===== config.mk =====
export PLATFORM = sky130hd
export DESIGN_NAME = debounce_sync
export DESIGN_NICKNAME = d
export VERILOG_FILES = /design/src/rtl/debounce_pkg.sv /design/src/rtl/sync_chain.sv /design/src/rtl/debounce_sync.sv
export SDC_FILE = /design/constraint.sdc
export NUM_CORES = 1
export LEC_CHECK = 0
export CAP_MARGIN = 20
export CORE_AREA = 2 2 39 41
export CTS_BUF_LIST = sky130_fd_sc_hd__clkbuf_2 sky130_fd_sc_hd__clkbuf_4 sky130_fd_sc_hd__clkbuf_8
export CTS_CLUSTER_SIZE = 16
export DETAILED_ROUTE_END_ITERATION = 10
export DIE_AREA = 0 0 41 43
export GPL_TIMING_DRIVEN = 0
export PLACE_DENSITY_LB_ADDON = 0.25
export SYNTH_ARGS = -nofsm -noshare
export SYNTH_HDL_FRONTEND = slang
export SYNTH_SLANG_ARGS = --single-unit

===== constraint.sdc =====
create_clock -name clk -period 1.6 [get_ports clk]
set_input_delay 0.32 -clock clk [delete_from_list [all_inputs] [get_ports clk]]
set_output_delay 0.32 -clock clk [all_outputs]
set_load 0.02 [all_outputs]

===== src/rtl/debounce_pkg.sv =====
// Shared types and default constants for the debounced input stage.
package debounce_pkg;

    localparam int unsigned DEF_SYNC_STAGES   = 2;
    localparam int unsigned DEF_STABLE_CYCLES = 4;

    typedef enum logic [1:0] {
        IDLE_LO = 2'd0,
        CHK_HI  = 2'd1,
        IDLE_HI = 2'd2,
        CHK_LO  = 2'd3
    } state_e;

endpackage : debounce_pkg


===== src/rtl/sync_chain.sv =====
// Multi-flop synchronizer for an asynchronous level; only the last stage is meant to be consumed.
module sync_chain #(
    parameter int unsigned STAGES = 2
) (
    input  logic clk,
    input  logic reset,
    input  logic d,
    output logic q
);

    logic [STAGES-1:0] sync_q;
    logic [STAGES-1:0] sync_d;

    always_comb begin
        sync_d = {sync_q[STAGES-2:0], d};
    end

    always_ff @(posedge clk or negedge reset) begin
        if (!reset) begin
            sync_q <= '0;
        end else begin
            sync_q <= sync_d;
        end
    end

    assign q = sync_q[STAGES-1];

endmodule : sync_chain


===== src/rtl/debounce_sync.sv =====
// Synchronizes a raw input and accepts a new level only after it has been stable for
// STABLE_CYCLES consecutive synchronized samples; emits one-cycle rise/fall pulses.
module debounce_sync
    import debounce_pkg::*;
#(
    parameter int unsigned SYNC_STAGES   = DEF_SYNC_STAGES,
    parameter int unsigned STABLE_CYCLES = DEF_STABLE_CYCLES
) (
    input  logic clk,
    input  logic reset,
    input  logic d_in,
    output logic q,
    output logic rise,
    output logic fall
);

    localparam int unsigned      CNT_W    = $clog2(STABLE_CYCLES) + 1;
    localparam logic [CNT_W-1:0] CNT_ONE  = CNT_W'(1);
    localparam logic [CNT_W-1:0] CNT_LAST = CNT_W'(STABLE_CYCLES - 1);

    logic             s;
    state_e           state_q, state_d;
    logic [CNT_W-1:0] cnt_q, cnt_d;
    logic             q_q, q_d;
    logic             rise_q, rise_d;
    logic             fall_q, fall_d;

    sync_chain #(
        .STAGES (SYNC_STAGES)
    ) u_sync (
        .clk   (clk),
        .reset (reset),
        .d     (d_in),
        .q     (s)
    );

    always_ff @(posedge clk or negedge reset) begin
        if (!reset) begin
            state_q <= IDLE_LO;
            cnt_q   <= '0;
            q_q     <= 1'b0;
            rise_q  <= 1'b0;
            fall_q  <= 1'b0;
        end else begin
            state_q <= state_d;
            cnt_q   <= cnt_d;
            q_q     <= q_d;
            rise_q  <= rise_d;
            fall_q  <= fall_d;
        end
    end

    // A candidate level restarts its count from 1 whenever it is interrupted.
    always_comb begin
        state_d = state_q;
        cnt_d   = cnt_q;
        rise_d  = 1'b0;
        fall_d  = 1'b0;
        case (state_q)
            IDLE_LO: begin
                if (s) begin
                    state_d = CHK_HI;
                    cnt_d   = CNT_ONE;
                end
            end
            CHK_HI: begin
                if (!s) begin
                    state_d = IDLE_LO;
                    cnt_d   = '0;
                end else if (cnt_q == CNT_LAST) begin
                    state_d = IDLE_HI;
                    cnt_d   = '0;
                    rise_d  = 1'b1;
                end else begin
                    cnt_d   = cnt_q + CNT_ONE;
                end
            end
            IDLE_HI: begin
                if (!s) begin
                    state_d = CHK_LO;
                    cnt_d   = CNT_ONE;
                end
            end
            CHK_LO: begin
                if (s) begin
                    state_d = IDLE_HI;
                    cnt_d   = '0;
                end else if (cnt_q == CNT_LAST) begin
                    state_d = IDLE_LO;
                    cnt_d   = '0;
                    fall_d  = 1'b1;
                end else begin
                    cnt_d   = cnt_q + CNT_ONE;
                end
            end
            default: begin
                state_d = IDLE_LO;
                cnt_d   = '0;
            end
        endcase
        q_d = (state_d == IDLE_HI) || (state_d == CHK_LO);
    end

    assign q    = q_q;
    assign rise = rise_q;
    assign fall = fall_q;

endmodule : debounce_sync


==> results.md <==
* CTS Buf Count at 3
* CP bufs+invs at 1
* Antenna violations before repair at 0
* Hold Fails Final Rpt at 0
* Area contributors post-synth: dfrtp_1, xor2_2, nor3b_1
* Avg Synthesized Cell Area at 13.9 um^2
* Final WL at 509 um
* Synthesis Warnings at 0
* Die height at 43 um
* Via-to-Cell Ratio at 4.06
* Fill cell total of the finished layout at 134
* Register area share after synthesis at 0.650
* Cell area power density at 1620 nW/um^2
* Clock Latency Late Sink at 250 ps
* Worst setup EP type: output pin
* Total track usage at 0.0908
* Total gr overflow at 0
* Startpoint Class: flop
* Period minus WS final at 1490 ps
* Slowest stage cell, crit path: clkdlybuf4s50_1
* Cell area after layout at 445 um^2
* Largest net degree at the start of global routing at 10
* Worst slew margin at 0.734
* Post-synth top area share at 0.650
* Cells after Synth at 25
* Peak VDD IR at 0.000559 V
* Clock-pin slew on the worst setup and hold paths at 60 ps
* Core region area at 1380 um^2
* First-pass GRT wire length at 1000 um
* Worst-path fanout max at 1
* RSZ-0062 raised after global routing: no
* N_diodes at 0
* R2r endpoint: q
* Die width at 41 um
* Placed cell areas at 417 um^2
* CTS tree: done
* Max-cap violations at 0
* Clk root buf: clkbuf_4
* # IOs at 6
* Post-CTS sizing at 1
* Cell row count at 14
* Residual DRC at 0
* Gpl congestion at 0.632
* Clock skew at 0.667 ps
* Synthesis-to-layout area growth at 28.5%
* Leakage at 0.000198 uW
* WS Path Type: flop to output pin
* Outcome: finished, final reports clean
* Period utilisation layout at 0.928
* Worst-Margin Slew at 398 ps
* Final Setup Violations at 0
* Critical Path, Cell by Cell: clkdlybuf4s50_1
* Worst r2r src: cnt_q[0]
* Number of port buffers at 5
* Reg2Reg Setup Slack at 260 ps
* Library cells used by synthesis at 14
* Post-CTS Setup Bufs at 0
* Synth area leader: dfrtp_1
* Setup TNS at 0 ps
* Post-route ant nets at 0
* Drt pass-1 iters at 4
* Pins Over Slew Limit at 0
* Max Clk Rate at 673 MHz
* CTS H-tree depth at 1
* Via count at 203
* Wirelength per Cell at 10.2 um
* Die area at 1760 um^2
* CTS sink cnt at 9
* Worst Path Required at 1280 ps
* Post-synthesis net count at 29
* Share of layout cells above drive strength 1 at 0.206
* Hold Path Class: primary input to async pin
* CP arrival at 1170 ps
* DRT iter0 DRCs at 1
* Vias in the first global route at 234
* FF+latch count, synth at 9
* Crit path max-delay family: buffers and inverters
* Hold_buf cts at 0
* R2R cell count at 4
* Nets at 39
* Max incr delay on CP at 590 ps
* Initial core utilization at 0.250
* Post-Syn Area at 347 um^2
* Longest Clk Path Bufs at 2
report_power, final:
group          total [uW]  switching, uW  internal [uW]
registers             333           52.2            280
logic                 197           93.0            104
clock network         191           77.6            113
synth_stat cells:
cell type / instances
nor2_1: 1
dfrtp_1: 9
o21ai_0: 2
and2_2: 1
nor2b_1: 1
xor2_2: 1
ha_1: 1
mux2_2: 1
and3b_1: 1
o21a_1: 2
nor3b_1: 2
nand2_1: 1
nand2b_1: 1
nand3_1: 1
cell families after synthesis:
kind of cell / share of synthesized area
compound gates: 0.0722
simple gates: 0.162
xor+xnor: 0.0469
fa+ha+maj: 0.0361
flops: 0.650
mux: 0.0325
flip-flops by register name, summed over array words and instances (netlist names):
register and flops:
q 1, cnt_q 3, state_q 1, u_sync.sync_q 2
fall 1, rise 1
placed cells by master (no fill, tap or decap):
cell / Yosys / final
dfrtp_1: 9 / 9
clkbuf_4: 0 / 4
clkdlybuf4s50_1: 0 / 4
nor3b_1: 2 / 2
o21ai_0: 2 / 2
o21a_1: 2 / 2
nor2b_1: 1 / 1
nand2_1: 1 / 1
mux2_2: 1 / 1
xor2_2: 1 / 1
and2_2: 1 / 1
nand2b_1: 1 / 1
nand3_1: 1 / 1
and3b_1: 1 / 1
nor2_1: 1 / 1
ha_1: 1 / 1
dlygate4sd2_1: 0 / 1
layout make-up:
| cell class | count | area [um^2] | area share |
|---|---|---|---|
| multi-input cells | 16 | 121 | 0.272 |
| clock buffers | 4 | 30.0 | 0.0674 |
| repair buffers | 5 | 48.8 | 0.110 |
| well taps | 16 | 20.0 | 0.0449 |
| flip-flops and latches | 9 | 225 | 0.506 |
layer usage:
metal | part of all wire | GRT usage
met4 | 0.016 | 0.100
met1 | 0.44 | 0.125
met5 | 0 | 0
met3 | 0.022 | 0.0314
met2 | 0.52 | 0.0969
per-stage QoR:
stage / setup WS, ps / std cells / util / hold slack (ps) / power (uW)
after floorplan: 358 / 25 / - / 24.4 / 473
after global placement: 239 / 46 / 0.301 / 340 / 533
after detailed placement: 229 / 46 / 0.301 / 335 / 548
after CTS: 99.2 / 50 / 0.322 / 347 / 734
after global routing: 58.6 / 50 / 0.322 / 356 / 787
final: 115 / 50 / 0.322 / 346 / 720
how the worst max path moves through the flow:
stage                   from   end  cells after the start
floorplan           cnt_q[0]     q                      4
detailed placement         q     q                      1
global route            fall  fall                      1
global placement           q     q                      1
finish                  rise  rise                      1
CTS                     rise  rise                      1
Power figures use the tool's default switching activity.
